--- src/rtl/ysyx_lsu_port_pkg.sv ---
// Shared definitions for the LSU request port: FSM states, funct3 codes,
// access strobes and small decode helpers used by the port and its extractor.
package ysyx_lsu_port_pkg;

    localparam int unsigned FUNCT3_W = 3;
    localparam int unsigned STRB_W   = 8;

    typedef enum logic [1:0] {
        ST_IDLE = 2'd0,
        ST_RD   = 2'd1,
        ST_WR   = 2'd2,
        ST_RSP  = 2'd3
    } lsu_state_e;

    localparam logic [FUNCT3_W-1:0] F3_B  = 3'b000;
    localparam logic [FUNCT3_W-1:0] F3_H  = 3'b001;
    localparam logic [FUNCT3_W-1:0] F3_W  = 3'b010;
    localparam logic [FUNCT3_W-1:0] F3_BU = 3'b100;
    localparam logic [FUNCT3_W-1:0] F3_HU = 3'b101;

    localparam logic [STRB_W-1:0] STRB_B = 8'h01;
    localparam logic [STRB_W-1:0] STRB_H = 8'h03;
    localparam logic [STRB_W-1:0] STRB_W4 = 8'h0f;

    // Latched context needed to post-process load data.
    typedef struct packed {
        logic [1:0]          off;
        logic [FUNCT3_W-1:0] funct3;
    } ld_ctx_t;

    // Stores only accept b/h/w; loads additionally accept bu/hu.
    function automatic logic op_legal(input logic we, input logic [FUNCT3_W-1:0] f3);
        logic ok;
        ok = 1'b0;
        case (f3)
            F3_B, F3_H, F3_W: ok = 1'b1;
            F3_BU, F3_HU:     ok = !we;
            default:          ok = 1'b0;
        endcase
        return ok;
    endfunction

    // Size is encoded in funct3[1:0]; halfwords need even, words need 4-byte alignment.
    function automatic logic op_aligned(input logic [1:0] sz, input logic [1:0] off);
        logic ok;
        ok = 1'b1;
        case (sz)
            2'b01:   ok = !off[0];
            2'b10:   ok = (off == 2'b00);
            default: ok = 1'b1;
        endcase
        return ok;
    endfunction

    // Base (unshifted) strobe for an access size.
    function automatic logic [STRB_W-1:0] op_strb(input logic [1:0] sz);
        logic [STRB_W-1:0] s;
        s = STRB_W4;
        case (sz)
            2'b00:   s = STRB_B;
            2'b01:   s = STRB_H;
            default: s = STRB_W4;
        endcase
        return s;
    endfunction

endpackage

--- src/rtl/ysyx_lsu_port_ldext.sv ---
// Load data extractor: lane-aligns the returned word by the byte offset and
// sign/zero-extends according to funct3. Purely combinational.
module ysyx_lsu_ldext
    import ysyx_lsu_port_pkg::*;
#(
    parameter int unsigned DATA_W = 32
) (
    input  logic [DATA_W-1:0]   rdata,
    input  logic [1:0]          off,
    input  logic [FUNCT3_W-1:0] funct3,
    output logic [DATA_W-1:0]   data_c
);

    logic [DATA_W-1:0] shifted;

    // Shift selected byte lane down to bit 0, then extend by access type.
    always_comb begin
        shifted = rdata >> {off, 3'b000};
        data_c  = shifted;
        case (funct3)
            F3_B:    data_c = {{(DATA_W-8){shifted[7]}}, shifted[7:0]};
            F3_BU:   data_c = {{(DATA_W-8){1'b0}}, shifted[7:0]};
            F3_H:    data_c = {{(DATA_W-16){shifted[15]}}, shifted[15:0]};
            F3_HU:   data_c = {{(DATA_W-16){1'b0}}, shifted[15:0]};
            default: data_c = shifted;
        endcase
    end

endmodule

--- src/rtl/ysyx_lsu_port.sv ---
// LSU request port: accepts one load/store from execute, drives the arbiter's
// lsu_* handshakes until completion and returns a one-cycle response.
// Optional watchdog on bus waits: define YSYX_LSU_TIMEOUT_EN.
module ysyx_lsu_port
    import ysyx_lsu_port_pkg::*;
#(
    parameter int unsigned ADDR_W         = 32,
    parameter int unsigned DATA_W         = 32,
    parameter int unsigned TIMEOUT_CYCLES = 4096
) (
    input  logic                clk,
    input  logic                rst,
    // execute-side request
    input  logic                req_valid,
    output logic                req_ready,
    input  logic                req_we,
    input  logic [ADDR_W-1:0]   req_addr,
    input  logic [DATA_W-1:0]   req_wdata,
    input  logic [FUNCT3_W-1:0] req_funct3,
    // execute-side response
    output logic                rsp_valid,
    output logic [DATA_W-1:0]   rsp_rdata,
    output logic                rsp_err,
    // arbiter load port
    output logic [DATA_W-1:0]   lsu_araddr,
    output logic                lsu_arvalid,
    output logic [STRB_W-1:0]   lsu_rstrb,
    input  logic [DATA_W-1:0]   lsu_rdata,
    input  logic                lsu_rvalid,
    // arbiter store port
    output logic [DATA_W-1:0]   lsu_awaddr,
    output logic                lsu_awvalid,
    output logic [DATA_W-1:0]   lsu_wdata,
    output logic [STRB_W-1:0]   lsu_wstrb,
    output logic                lsu_wvalid,
    input  logic                lsu_wready
);

    lsu_state_e        state;
    ld_ctx_t           ctx;
    logic [DATA_W-1:0] ext_data;
    logic              bad_op;

    ysyx_lsu_ldext #(
        .DATA_W (DATA_W)
    ) u_ldext (
        .rdata  (lsu_rdata),
        .off    (ctx.off),
        .funct3 (ctx.funct3),
        .data_c (ext_data)
    );

    // Decode the incoming op: illegal encodings and misalignment fail without bus traffic.
    always_comb begin
        bad_op = !op_legal(req_we, req_funct3) || !op_aligned(req_funct3[1:0], req_addr[1:0]);
    end

`ifdef YSYX_LSU_TIMEOUT_EN
    localparam int unsigned CNT_W = $clog2(TIMEOUT_CYCLES) + 1;

    logic [CNT_W-1:0] wait_cnt;
    logic             timeout_hit;

    // Watchdog limit reached in the current bus-wait cycle.
    always_comb begin
        timeout_hit = (wait_cnt == CNT_W'(TIMEOUT_CYCLES - 1));
    end
`else
    // Without the watchdog the limit has no effect; bus waits are unbounded.
    if (TIMEOUT_CYCLES == 0) begin : g_no_watchdog
    end
`endif

    // Request FSM with registered handshake and response outputs.
    always_ff @(posedge clk or posedge rst) begin
        if (rst) begin
            state       <= ST_IDLE;
            ctx         <= '0;
            req_ready   <= 1'b1;
            rsp_valid   <= 1'b0;
            rsp_rdata   <= '0;
            rsp_err     <= 1'b0;
            lsu_araddr  <= '0;
            lsu_arvalid <= 1'b0;
            lsu_rstrb   <= '0;
            lsu_awaddr  <= '0;
            lsu_awvalid <= 1'b0;
            lsu_wdata   <= '0;
            lsu_wstrb   <= '0;
            lsu_wvalid  <= 1'b0;
`ifdef YSYX_LSU_TIMEOUT_EN
            wait_cnt    <= '0;
`endif
        end else begin
            rsp_valid <= 1'b0;
            unique case (state)
                ST_IDLE: begin
`ifdef YSYX_LSU_TIMEOUT_EN
                    wait_cnt <= '0;
`endif
                    if (req_valid) begin
                        req_ready  <= 1'b0;
                        ctx.off    <= req_addr[1:0];
                        ctx.funct3 <= req_funct3;
                        if (bad_op) begin
                            state     <= ST_RSP;
                            rsp_valid <= 1'b1;
                            rsp_err   <= 1'b1;
                            rsp_rdata <= '0;
                        end else if (req_we) begin
                            state       <= ST_WR;
                            lsu_awaddr  <= DATA_W'(req_addr);
                            lsu_wdata   <= req_wdata;
                            lsu_wstrb   <= op_strb(req_funct3[1:0]);
                            lsu_awvalid <= 1'b1;
                            lsu_wvalid  <= 1'b1;
                        end else begin
                            state       <= ST_RD;
                            lsu_araddr  <= DATA_W'(req_addr);
                            lsu_rstrb   <= op_strb(req_funct3[1:0]);
                            lsu_arvalid <= 1'b1;
                        end
                    end
                end
                ST_RD: begin
                    if (lsu_rvalid) begin
                        state       <= ST_RSP;
                        lsu_arvalid <= 1'b0;
                        rsp_valid   <= 1'b1;
                        rsp_err     <= 1'b0;
                        rsp_rdata   <= ext_data;
                    end
`ifdef YSYX_LSU_TIMEOUT_EN
                    else if (timeout_hit) begin
                        state       <= ST_RSP;
                        lsu_arvalid <= 1'b0;
                        rsp_valid   <= 1'b1;
                        rsp_err     <= 1'b1;
                        rsp_rdata   <= '0;
                    end else begin
                        wait_cnt <= wait_cnt + CNT_W'(1);
                    end
`endif
                end
                ST_WR: begin
                    if (lsu_wready) begin
                        state       <= ST_RSP;
                        lsu_awvalid <= 1'b0;
                        lsu_wvalid  <= 1'b0;
                        rsp_valid   <= 1'b1;
                        rsp_err     <= 1'b0;
                        rsp_rdata   <= '0;
                    end
`ifdef YSYX_LSU_TIMEOUT_EN
                    else if (timeout_hit) begin
                        state       <= ST_RSP;
                        lsu_awvalid <= 1'b0;
                        lsu_wvalid  <= 1'b0;
                        rsp_valid   <= 1'b1;
                        rsp_err     <= 1'b1;
                        rsp_rdata   <= '0;
                    end else begin
                        wait_cnt <= wait_cnt + CNT_W'(1);
                    end
`endif
                end
                ST_RSP: begin
                    state     <= ST_IDLE;
                    req_ready <= 1'b1;
                    rsp_err   <= 1'b0;
                    rsp_rdata <= '0;
                end
                default: begin
                    state     <= ST_IDLE;
                    req_ready <= 1'b1;
                end
            endcase
        end
    end

endmodule

--- config.mk ---
export PLATFORM = sky130hd
export DESIGN_NAME = ysyx_lsu_port
export DESIGN_NICKNAME = d
export VERILOG_FILES = /design/src/rtl/ysyx_lsu_port_pkg.sv /design/src/rtl/ysyx_lsu_port_ldext.sv /design/src/rtl/ysyx_lsu_port.sv
export SDC_FILE = /design/constraint.sdc
export NUM_CORES = 1
export LEC_CHECK = 0
export ABC_CLOCK_PERIOD_IN_PS = 11160
export BUFFER_PORTS_ARGS = -buffer_cell sky130_fd_sc_hd__buf_2
export CAP_MARGIN = 15
export CORE_MARGIN = 3
export CORE_UTILIZATION = 42
export CTS_BUF_LIST = sky130_fd_sc_hd__clkbuf_16
export CTS_CLUSTER_SIZE = 16
export DETAILED_ROUTE_END_ITERATION = 6
export PLACE_DENSITY = 0.71
export SLEW_MARGIN = 25
export SYNTH_ARGS = -nofsm -noshare
export SYNTH_HDL_FRONTEND = slang
export SYNTH_SLANG_ARGS = --single-unit
--- constraint.sdc ---
create_clock -name clk -period 11.16 [get_ports clk]
set_input_delay 2.79 -clock clk [delete_from_list [all_inputs] [get_ports clk]]
set_output_delay 2.79 -clock clk [all_outputs]
set_load 0.05 [all_outputs]
### Word level (Yosys, flattened, before mapping)

Index checks and enable logic that the tools add are counted.

* memories kept: 0
* register bits after elaboration: 156
* bits in latches: 0
* bits of input ports: 105
* logic and storage cells: 94
* RAM bits: 0
* output and inout bits: 150
* memory bits (read-only): 0

* multipliers: 0
* equal/unequal tests: 19
* bitwise gates (word level): 2
* add/sub/neg operators: 0
* magnitude comparators: 0
* muxes and demuxes: 35
* reductions and logical operators: 23
* divide/modulo/power cells: 0
* shift-type cells: 1

Operators by type and width (count)
* case mux 32 bit (4 select lines): 2
* two-way mux 32 bit: 4
* >> shifter 32 x 5 -> 32 bit: 1
* two-way mux 1 bit: 15
* inequality test 2 bit, second input constant: 7
* == test 3 bit, second input constant: 4
* AND reduction 4 bit: 3
* two-way mux 2 bit: 5
* case mux 1 bit (2 select lines): 5
* AND reduction 5 bit: 2
* case mux 2 bit (4 select lines): 1
* case mux 4 bit (2 select lines): 1
* == test 2 bit, second input constant: 3
* == test 3 x 1 -> 1 bit, second input constant: 2
* zero test 2 bit: 3
* zero test 3 bit: 2
* nonzero test 2 bit: 3
* == test 2 x 1 -> 1 bit, second input constant: 2
* zero test 1 bit: 4
* case mux 1 bit (4 select lines): 1
* AND reduction 2 bit: 2
* == test 3 x 2 -> 1 bit, second input constant: 1
* case mux 1 bit (3 select lines): 1
* AND reduction 3 bit: 1
* 4 further kinds: 5

### Logic depth before layout (Yosys ltp)

Gate-level depths: netlist of run 1.

* word-level depth: 8
* gate-level depth with buffers: 8
* gate-level depth less buffers: 6

### Modules after synthesis

Synthesis of run 1 repeated with hierarchy kept, for this count alone.

* cells, all modules: 547
* area total of the unflattened synthesis: 6780.3 sq um

By module, submodules not included
* ysyx_lsu_port: area each 6085.8 sq um, seq. area each 3654.8 sq um, cells each 440, instances 1
* ysyx_lsu_ldext: area each 694.4 sq um, seq. area each 0.0 sq um, cells each 107, instances 1

### Least setup slack after synthesis of run 1

OpenSTA, ideal clock, no wires.

* path kind: input to register
* start point: input req_funct3[0]
* end point: register lsu_wdata[10]
* path slack: 6.539 ns
* setup time: 0.127 ns
* required time: 11.033 ns
* stages on the path: 8
* arrival time: 4.493 ns
* buffers on the path: 2
* cells stage by stage: inv_1 > ha_1 > nor2b_1 > a221o_1 > nor3_2 > buf_4 > buf_6 > mux2_1

* cells in the longest elaborated chain, start to end: 7
* elaborated cells on any way between the ends: 16
* those cells by class: 6 x eq/ne; 2 x mux; 1 x bitwise; 7 x reduce/logical

RTL lines
* start: declaration: RTL line ysyx_lsu_port.sv:19 `input logic [FUNCT3_W-1:0] req_funct3,`
* == test 3 x 1 -> 1 bit (tied with other cells): RTL line ysyx_lsu_port_pkg.sv:35 `case (f3)`
* OR reduction 3 bit or OR reduction 2 bit (tied branches): RTL line ysyx_lsu_port_pkg.sv:35
* case mux 1 bit (2 select lines): RTL line ysyx_lsu_port_pkg.sv:35
* zero test 1 bit: RTL line ysyx_lsu_port.sv:55 `bad_op = !op_legal(req_we, req_funct3) || !op_aligned(req_funct3[1:0], req_addr[1:0]);`
* logical OR 1 bit *: RTL line ysyx_lsu_port.sv:55
* NOT 1 bit (no line) *
* AND reduction 4 bit (no line) *
* end signal: assignment: RTL line ysyx_lsu_port.sv:113 `lsu_wdata <= req_wdata;`
* end: declaration: RTL line ysyx_lsu_port.sv:33 `output logic [DATA_W-1:0] lsu_wdata,`

Every way passes the cells marked *; elsewhere a longest branch is shown, timed or not.
A chain may end at the register's enable or synchronous reset.

### Worst setup path in the final report of run 1

* start point: input req_funct3[0]
* end point: register lsu_awaddr[21]

* cells in the longest elaborated chain, start to end: 7
* elaborated cells on any way between the ends: 16
* those cells by class: 6 x eq/ne; 2 x mux; 1 x bitwise; 7 x reduce/logical

RTL lines
* == test 3 x 1 -> 1 bit (tied with other cells): RTL line ysyx_lsu_port_pkg.sv:35
* OR reduction 3 bit or OR reduction 2 bit (tied branches): RTL line ysyx_lsu_port_pkg.sv:35
* case mux 1 bit (2 select lines): RTL line ysyx_lsu_port_pkg.sv:35
* zero test 1 bit: RTL line ysyx_lsu_port.sv:55
* logical OR 1 bit *: RTL line ysyx_lsu_port.sv:55
* NOT 1 bit (no line) *
* AND reduction 4 bit (no line) *
* end signal: assignment: RTL line ysyx_lsu_port.sv:112 `lsu_awaddr <= DATA_W'(req_addr);`
* end: declaration: RTL line ysyx_lsu_port.sv:31 `output logic [DATA_W-1:0] lsu_awaddr,`

Marks and branches as above.

==> results of run 1 <==
-- metrics by stage --
step           setup WS [ns]   util  instance area [um^2]
2_1_floorplan           4.45      -                  6530
3_3_place_gp            5.81  0.524                  7790
3_5_place_dp            5.72  0.524                  7790
4_1_cts                 6.16  0.563                  8370
5_1_grt                 6.00  0.563                  8370
6_report                6.13  0.563                  8370
-- state kept, by name, indices dropped and copies added (netlist names) --
register	cells
lsu_arvalid	1
state	2
rsp_rdata	32
req_ready	1
lsu_awaddr	32
lsu_araddr	32
lsu_wdata	32
lsu_wvalid	1
ctx	5
rsp_valid	1
rsp_err	1
lsu_wstrb	3
lsu_rstrb	3
-- logic make-up (layout without fill, tap and decap cells) --
| kind of cell | after synthesis | after routing | synth area share |
|---|---|---|---|
| simple gates | 63 | 63 | 0.0506 |
| other cells | 1 | 8 | 0.000577 |
| mux | 139 | 139 | 0.237 |
| buf+inv | 57 | 299 | 0.0483 |
| compound gates | 75 | 75 | 0.0885 |
| flops | 146 | 146 | 0.562 |
| fa+ha+maj | 7 | 7 | 0.0135 |
-- layer usage --
| layer | share of wire | global-route usage | vias to the layer above |
|---|---|---|---|
| met5 | 0 | 0 | - |
| met4 | 0.014 | 0.0617 | 0 |
| met3 | 0.056 | 0.0512 | 16 |
| met2 | 0.51 | 0.311 | 158 |
| met1 | 0.42 | 0.233 | 2377 |
| li1 | - | - | 2227 |
-- cells in the final DEF, fill, tap and decap left out, types with 2 or more instances in the layout --
cell	count
nor2b_1	6
nor3_4	2
bufinv_16	2
o211ai_1	10
ha_1	7
mux2i_1	30
a2bb2oi_1	7
clkinv_2	2
or3_1	2
inv_1	15
nor2_1	4
o21ai_0	20
o221ai_1	2
nand3b_1	3
buf_2	246
a22o_1	7
a32o_1	16
clkinv_4	4
o21a_1	2
dfrtp_1	144
clkbuf_16	17
o22ai_1	2
conb_1	8
nand2b_1	5
mux2_2	79
nand3_1	2
nand2_1	29
and2_1	2
buf_4	5
nor3_1	2
a31oi_1	2
mux2_1	29
or2_2	2
clkinv_1	2
inv_6	6
-- synthesized netlist by cell type, types with 8 or more instances --
| cell type | n |
|---|---|
| buf_4 | 17 |
| mux2_2 | 79 |
| nand2_1 | 29 |
| mux2_1 | 29 |
| clkbuf_1 | 8 |
| buf_2 | 11 |
| o211ai_1 | 10 |
| inv_1 | 16 |
| mux2i_1 | 30 |
| o21ai_0 | 20 |
| dfrtp_1 | 145 |
| a32o_1 | 16 |
-- worst max-delay path by stage --
stage                     slack, ns     startpoint  cells past startpoint              to
after CTS                      6.16  req_funct3[0]                      8  lsu_awaddr[21]
after floorplan                4.45            rst                      1          ctx[0]
after global placement         5.81  req_funct3[0]                      8   lsu_awaddr[6]
final                          6.13  req_funct3[0]                      8  lsu_awaddr[21]
after detailed placement       5.72  req_funct3[0]                      8   lsu_wdata[30]
after global routing           6.00  req_funct3[1]                      8  lsu_awaddr[21]
-- area by class of cell --
type	instances	area [um^2]	area share
repair buffers	251	1270	0.152
clock buffers	17	425	0.0508
clock inverters	15	156	0.0187
well taps	184	230	0.0275
flip-flops and latches	146	3660	0.437
inverters	16	65.1	0.00777
multi-input cells	292	2570	0.307
==> impl_metrics.xml, run 1 <==
<?xml version="1.0" encoding="UTF-8"?>
<metrics>
  <group name="outcome">
    <metric name="status" unit="">completed</metric>
  </group>
  <group name="worst_hold_path">
    <metric name="hold_path_end" unit="">lsu_wstrb[0]</metric>
    <metric name="hold_path_class" unit="">register to register</metric>
    <metric name="whs_path_depth" unit="">1</metric>
    <metric name="worstHoldStart" unit="">lsu_wstrb[0]</metric>
  </group>
  <group name="floorplanning">
    <metric name="dieHeight" unit="um">130</metric>
    <metric name="num_io_pins" unit="">255</metric>
    <metric name="initial_core_util" unit="">0.438</metric>
    <metric name="floorplan.die_area" unit="um^2">17000</metric>
    <metric name="num_rows" unit="">44</metric>
    <metric name="die_w" unit="um">130</metric>
    <metric name="core_region_area" unit="um^2">14900</metric>
  </group>
  <group name="cells_and_area">
    <metric name="flow.area_growth_from_synthesis" unit="%">28.7</metric>
    <metric name="num_antenna_cells" unit="">0</metric>
    <metric name="finish.cell_count_without_fillers" unit="">921</metric>
    <metric name="fillCellCount" unit="">1311</metric>
    <metric name="final_layout_size_suffix_gt1_frac" unit="">0.501</metric>
    <metric name="design.final.nets" unit="">836</metric>
  </group>
  <group name="route">
    <metric name="drt-vias-per-instance" unit="">5.19</metric>
    <metric name="detail_route.wirelength" unit="um">16000</metric>
    <metric name="ant_nets" unit="">0</metric>
    <metric name="drc_errors" unit="">0</metric>
    <metric name="wl_per_cell" unit="um">17.3</metric>
    <metric name="firstDrtPassIters" unit="">4</metric>
    <metric name="via_count" unit="">4778</metric>
    <metric name="detailedRoute.firstIterationViolations" unit="">301</metric>
  </group>
  <group name="clock_tree">
    <metric name="cts.reportedPaths.clkPinSlew" unit="ns">0.06</metric>
    <metric name="clock_tree.root_cell" unit="">clkbuf_16</metric>
    <metric name="worstSkewPairLatency" unit="ns">0.41</metric>
    <metric name="clkSinkCount" unit="">146</metric>
    <metric name="htree_levels" unit="">4</metric>
    <metric name="cts_post_setup_buffers_inserted" unit="">0</metric>
    <metric name="post_cts_resized" unit="">0</metric>
    <metric name="ctsHoldBuffers" unit="">0</metric>
    <metric name="clock_tree_buffer_depth" unit="">2</metric>
    <metric name="cts_buffers" unit="">17</metric>
    <metric name="cts_tree" unit="">built</metric>
  </group>
  <group name="logic_synthesis">
    <metric name="syn-cell-area" unit="um^2">6500</metric>
    <metric name="number_of_enable_type_register_cells_in_the_synthesized_netlist" unit="">0</metric>
    <metric name="synth_cells" unit="">488</metric>
    <metric name="synthArstFlopShare" unit="">1.00</metric>
    <metric name="post-synth-top-area-fraction" unit="">0.558</metric>
    <metric name="synth.avg_cell_area" unit="um^2">13.3</metric>
    <metric name="netlist.top_cell.by_area" unit="">dfrtp_1</metric>
    <metric name="synth_ff_type" unit="">dfrtp_1</metric>
    <metric name="ys_types" unit="">46</metric>
    <metric name="top_cells_by_area_in_the_synthesized_netlist" unit="">dfrtp_1 56%, mux2_2 14%, mux2_1 5.0%, mux2i_1 4.6%, a32o_1 2.5%</metric>
    <metric name="ys_ff_latch" unit="">146</metric>
    <metric name="synth_sequential_area_ratio" unit="">0.562</metric>
    <metric name="synth_warnings" unit="">0</metric>
  </group>
  <group name="placed_design">
    <metric name="detailedPlacementHpwl" unit="um">11600</metric>
    <metric name="port_buffers" unit="">246</metric>
    <metric name="dp.cells" unit="">889</metric>
    <metric name="gp_routability_congestion" unit="">0.852</metric>
  </group>
  <group name="global_routing">
    <metric name="grt_antenna_before_repair" unit="">0</metric>
    <metric name="grt_start_max_net_pins" unit="">100</metric>
    <metric name="first_global_vias" unit="">4847</metric>
    <metric name="gr-usage-all-layers" unit="">0.185</metric>
    <metric name="wire_length_of_the_first_global_routing_pass" unit="um">24500</metric>
    <metric name="grt.overflow.total" unit="">0</metric>
  </group>
  <group name="sta">
    <metric name="finalCriticalPeriod" unit="ns">5.03</metric>
    <metric name="final_hold_viol_count" unit="">0</metric>
    <metric name="setup-tns-final" unit="ns">0</metric>
    <metric name="final.setup_skew" unit="ns">0.00810</metric>
    <metric name="holdWs" unit="ns">0.462</metric>
    <metric name="max_freq" unit="GHz">0.199</metric>
    <metric name="max-slew-margin-rel" unit="">0.399</metric>
    <metric name="timing_max_transition_violations_final" unit="">0</metric>
    <metric name="finalSetupViolations" unit="">0</metric>
    <metric name="timing.final.crit_share" unit="">0.450</metric>
    <metric name="setup_repair_after_global_routing_missed_its_margin" unit="">false</metric>
    <metric name="timing_worst_slew_pin_value" unit="ns">0.901</metric>
  </group>
  <group name="critical_path">
    <metric name="worst_r2r_endpoint" unit="">lsu_awaddr[21]</metric>
    <metric name="worst-endpoint-arrival" unit="ns">5.32</metric>
    <metric name="timing.critical_path.to_type" unit="">register</metric>
    <metric name="critical_path.max_stage_delay" unit="ns">0.70</metric>
    <metric name="cp_top_family" unit="">buffers and inverters</metric>
    <metric name="critical_path_class" unit="">input pin to register</metric>
    <metric name="critical_path.n_buffers_inverters" unit="">3</metric>
    <metric name="worst_ep_required_time" unit="ns">11.45</metric>
    <metric name="cp_slowest_cell" unit="">buf_4</metric>
    <metric name="worst-path-max-fanout" unit="">67</metric>
    <metric name="setup.worst_path.start_class" unit="">input pin</metric>
    <metric name="r2r_cells" unit="">6</metric>
    <metric name="regToRegSetupSlack" unit="ns">8.27</metric>
    <metric name="rr_startpoint" unit="">state[0]</metric>
    <metric name="timing.critical_path.cells" unit="">buf_2 -&gt; inv_1 -&gt; ha_1 -&gt; nor2b_1 -&gt; a221o_1 -&gt; nor3_4 -&gt; buf_4 -&gt; mux2_2</metric>
  </group>
  <group name="job">
    <metric name="max_cap_violations" unit="">0</metric>
  </group>
</metrics>
Power of run 1 is left out: the tool's default activity adds up to more than one toggle a clock period on the data nets, which glitch-free logic cannot reach.
==> run 2: changes to the inputs <==
--- a/config.mk
+++ b/config.mk
@@ -5,7 +5,8 @@
 export SDC_FILE = /design/constraint.sdc
 export NUM_CORES = 1
 export LEC_CHECK = 0
-export ABC_CLOCK_PERIOD_IN_PS = 11160
+export ABC_AREA = 1
+export ABC_CLOCK_PERIOD_IN_PS = 5200
 export BUFFER_PORTS_ARGS = -buffer_cell sky130_fd_sc_hd__buf_2
 export CAP_MARGIN = 15
 export CORE_MARGIN = 3
@@ -13,7 +14,7 @@
 export CTS_BUF_LIST = sky130_fd_sc_hd__clkbuf_16
 export CTS_CLUSTER_SIZE = 16
 export DETAILED_ROUTE_END_ITERATION = 6
-export PLACE_DENSITY = 0.71
+export PLACE_DENSITY = 0.7
 export SLEW_MARGIN = 25
 export SYNTH_ARGS = -nofsm -noshare
 export SYNTH_HDL_FRONTEND = slang
==> constraint.sdc (replaced) <==
create_clock -name clk -period 5.2 [get_ports clk]
set_input_delay 1.3 -clock clk [delete_from_list [all_inputs] [get_ports clk]]
set_output_delay 1.3 -clock clk [all_outputs]
set_load 0.05 [all_outputs]
==> impl_metrics.xml, run 2 <==
<?xml version="1.0" encoding="UTF-8"?>
<metrics>
  <group name="cells_and_area">
    <metric name="finish.cell_count_without_fillers" unit="">1222</metric>
    <metric name="final_util" unit="">0.552</metric>
    <metric name="postLayoutCellArea" unit="um^2">8490</metric>
    <metric name="fillCellCount" unit="">1459</metric>
    <metric name="final_layout_size_suffix_gt1_frac" unit="">0.323</metric>
    <metric name="num_antenna_cells" unit="">0</metric>
    <metric name="layout_commonest_cell" unit="">nand2_1</metric>
    <metric name="multiInputGateArea" unit="um^2">2420</metric>
    <metric name="final_cell_mix" unit="">300 x nand2_1, 246 x buf_2, 144 x dfrtp_1</metric>
    <metric name="design.final.nets" unit="">1110</metric>
    <metric name="flow.area_growth_from_synthesis" unit="%">27.5</metric>
    <metric name="final-seq-area" unit="um^2">3660</metric>
  </group>
  <group name="placed_design">
    <metric name="gp_routability_congestion" unit="">0.864</metric>
    <metric name="dpl_cell_area" unit="um^2">7870</metric>
    <metric name="preCtsSetupSlack" unit="ns">1.75</metric>
    <metric name="port_buffers" unit="">246</metric>
    <metric name="dp.cells" unit="">1189</metric>
    <metric name="detailedPlacementHpwl" unit="um">12500</metric>
  </group>
  <group name="global_routing">
    <metric name="grt_antenna_before_repair" unit="">0</metric>
    <metric name="first_global_vias" unit="">5369</metric>
    <metric name="grt.overflow.total" unit="">0</metric>
    <metric name="grt_start_max_net_pins" unit="">76</metric>
    <metric name="wire_length_of_the_first_global_routing_pass" unit="um">27800</metric>
    <metric name="gr-usage-all-layers" unit="">0.200</metric>
  </group>
  <group name="logic_synthesis">
    <metric name="synth_warnings" unit="">0</metric>
    <metric name="most_frequent_cell_after_synthesis" unit="">nand2_1</metric>
    <metric name="synth_cells" unit="">775</metric>
    <metric name="synthArstFlopShare" unit="">1.00</metric>
    <metric name="synth.top_cells.by_count" unit="">300 x nand2_1, 145 x dfrtp_1, 98 x o21ai_0</metric>
    <metric name="syn-cell-area" unit="um^2">6660</metric>
    <metric name="number_of_enable_type_register_cells_in_the_synthesized_netlist" unit="">0</metric>
    <metric name="netlist.top_cell.by_area" unit="">dfrtp_1</metric>
    <metric name="top_cells_by_area_in_the_synthesized_netlist" unit="">dfrtp_1 54%, nand2_1 17%, o21ai_0 7.4%, inv_1 3.4%, o21ai_1 2.8%</metric>
    <metric name="ys_ff_latch" unit="">146</metric>
    <metric name="ys_types" unit="">32</metric>
    <metric name="synth.avg_cell_area" unit="um^2">8.59</metric>
    <metric name="synth_ff_type" unit="">dfrtp_1</metric>
    <metric name="synth_sequential_area_ratio" unit="">0.549</metric>
    <metric name="post-synth-top-area-fraction" unit="">0.545</metric>
  </group>
  <group name="critical_path">
    <metric name="setup.worst_path.start_class" unit="">input pin</metric>
    <metric name="critical_path.max_stage_delay" unit="ns">0.47</metric>
    <metric name="worst-endpoint-arrival" unit="ns">3.26</metric>
    <metric name="critical_path_class" unit="">input pin to register</metric>
    <metric name="timing.critical_path.to_type" unit="">register</metric>
    <metric name="regToRegSetupSlack" unit="ns">2.49</metric>
    <metric name="cp_slowest_cell" unit="">buf_4</metric>
    <metric name="timing.critical_path.cells" unit="">buf_2 -&gt; inv_1 -&gt; ha_1 -&gt; inv_1 -&gt; nand2_2 -&gt; nand2_1 -&gt; nand2_2 -&gt; nand2_4 -&gt; inv_4 -&gt; nand3_4 -&gt; buf_4 -&gt; nand2_1 -&gt; o21ai_0</metric>
    <metric name="worst_ep_required_time" unit="ns">5.49</metric>
    <metric name="worst-path-max-fanout" unit="">56</metric>
  </group>
  <group name="floorplanning">
    <metric name="dieHeight" unit="um">132</metric>
    <metric name="initial_core_util" unit="">0.433</metric>
    <metric name="num_rows" unit="">45</metric>
    <metric name="core_region_area" unit="um^2">15400</metric>
    <metric name="num_io_pins" unit="">255</metric>
    <metric name="floorplan.die_area" unit="um^2">17400</metric>
    <metric name="die_w" unit="um">132</metric>
  </group>
  <group name="pwr">
    <metric name="worst_ir_drop_vdd" unit="mV">0.532</metric>
    <metric name="design_power_total" unit="mW">6.61</metric>
    <metric name="power.density_cell_area" unit="nW/um^2">779</metric>
    <metric name="cellLeakagePower" unit="nW">4.82</metric>
  </group>
  <group name="route">
    <metric name="firstDrtPassIters" unit="">5</metric>
    <metric name="detail_route.wirelength" unit="um">17200</metric>
    <metric name="detailedRoute.firstIterationViolations" unit="">312</metric>
    <metric name="ant_nets" unit="">0</metric>
    <metric name="drt-vias-per-instance" unit="">4.67</metric>
    <metric name="wl_per_cell" unit="um">14.1</metric>
    <metric name="drc_errors" unit="">0</metric>
    <metric name="via_count" unit="">5704</metric>
  </group>
  <group name="sta">
    <metric name="setup_repair_after_global_routing_missed_its_margin" unit="">false</metric>
    <metric name="max_freq" unit="GHz">0.336</metric>
    <metric name="finalSetupViolations" unit="">0</metric>
    <metric name="timing_worst_slew_pin_value" unit="ns">0.740</metric>
    <metric name="setup-tns-final" unit="ns">0</metric>
    <metric name="finalWorstSetupSlack" unit="ns">2.22</metric>
    <metric name="final.setup_skew" unit="ns">0.0107</metric>
    <metric name="max-slew-margin-rel" unit="">0.507</metric>
    <metric name="final_hold_viol_count" unit="">0</metric>
    <metric name="holdWs" unit="ns">0.467</metric>
    <metric name="timing_max_transition_violations_final" unit="">0</metric>
    <metric name="finalCriticalPeriod" unit="ns">2.98</metric>
    <metric name="timing.final.crit_share" unit="">0.572</metric>
  </group>
  <group name="clock_tree">
    <metric name="htree_levels" unit="">4</metric>
    <metric name="worstSkewPairLatency" unit="ns">0.43</metric>
    <metric name="post_cts_resized" unit="">0</metric>
    <metric name="cts_buffers" unit="">17</metric>
    <metric name="cts_post_setup_buffers_inserted" unit="">0</metric>
    <metric name="ctsHoldBuffers" unit="">0</metric>
    <metric name="clock_tree_buffer_depth" unit="">2</metric>
    <metric name="cts_tree" unit="">built</metric>
    <metric name="cts.reportedPaths.clkPinSlew" unit="ns">0.06</metric>
    <metric name="clock_tree.root_cell" unit="">clkbuf_16</metric>
    <metric name="clkSinkCount" unit="">146</metric>
  </group>
  <group name="job">
    <metric name="max_cap_violations" unit="">0</metric>
  </group>
  <group name="outcome">
    <metric name="status" unit="">completed</metric>
  </group>
  <group name="worst_hold_path">
    <metric name="hold_path_class" unit="">register to register</metric>
  </group>
</metrics>
[run 2: worst max-delay path: cells and delay by family]
family	cells	cell delay [ns]
buffers and inverters	5	0.81
AND/OR/NAND/NOR	6	0.84
adder cells (fa/ha/maj)	1	0.19
AO/OA/AOI/OAI	1	0.09
[run 2: power by group]
group | switching, mW | internal, mW | total [mW]
clock | 0.494 | 0.759 | 1.25
combinational | 2.64 | 0.757 | 3.40
sequential | 0.341 | 1.62 | 1.96
total | 3.48 | 3.14 | 6.61
[run 2: cell type report]
cell class / count / share of cell area
clock buffer: 17 / 0.0501
timing repair buffer: 250 / 0.151
tap: 211 / 0.0311
inverter: 67 / 0.0307
multi-input combinational: 516 / 0.285
sequential: 146 / 0.431
clock inverter: 15 / 0.0215
[run 2: final timing paths]
check	endpoint	cells after the start	from
max	lsu_awaddr[14]	13	req_funct3[0]
max reg2reg	lsu_awaddr[14]	8	state[0]
min in group asynchronous	lsu_araddr[1]	2	rst
min reg2reg	lsu_rstrb[0]	2	lsu_rstrb[0]
min	lsu_rstrb[0]	2	lsu_rstrb[0]
max in group asynchronous	lsu_awaddr[9]	3	rst
[run 2: logic make-up after synthesis]
group,Yosys count,synth area share
simple gates,340,0.215
other cells,1,0.000563
flops,146,0.549
fa+ha+maj,7,0.0131
buf+inv,120,0.0919
compound gates,161,0.131
[run 2: per-layer routing]
layer / global-route usage / up-vias / wire length, um
li1: - / 2879 / -
met1: 0.262 / 2598 / 7560
met2: 0.304 / 200 / 7980
met3: 0.0672 / 27 / 1270
met4: 0.0858 / 0 / 443
met5: 0 / - / 0
Power figures use the tool's default switching activity.
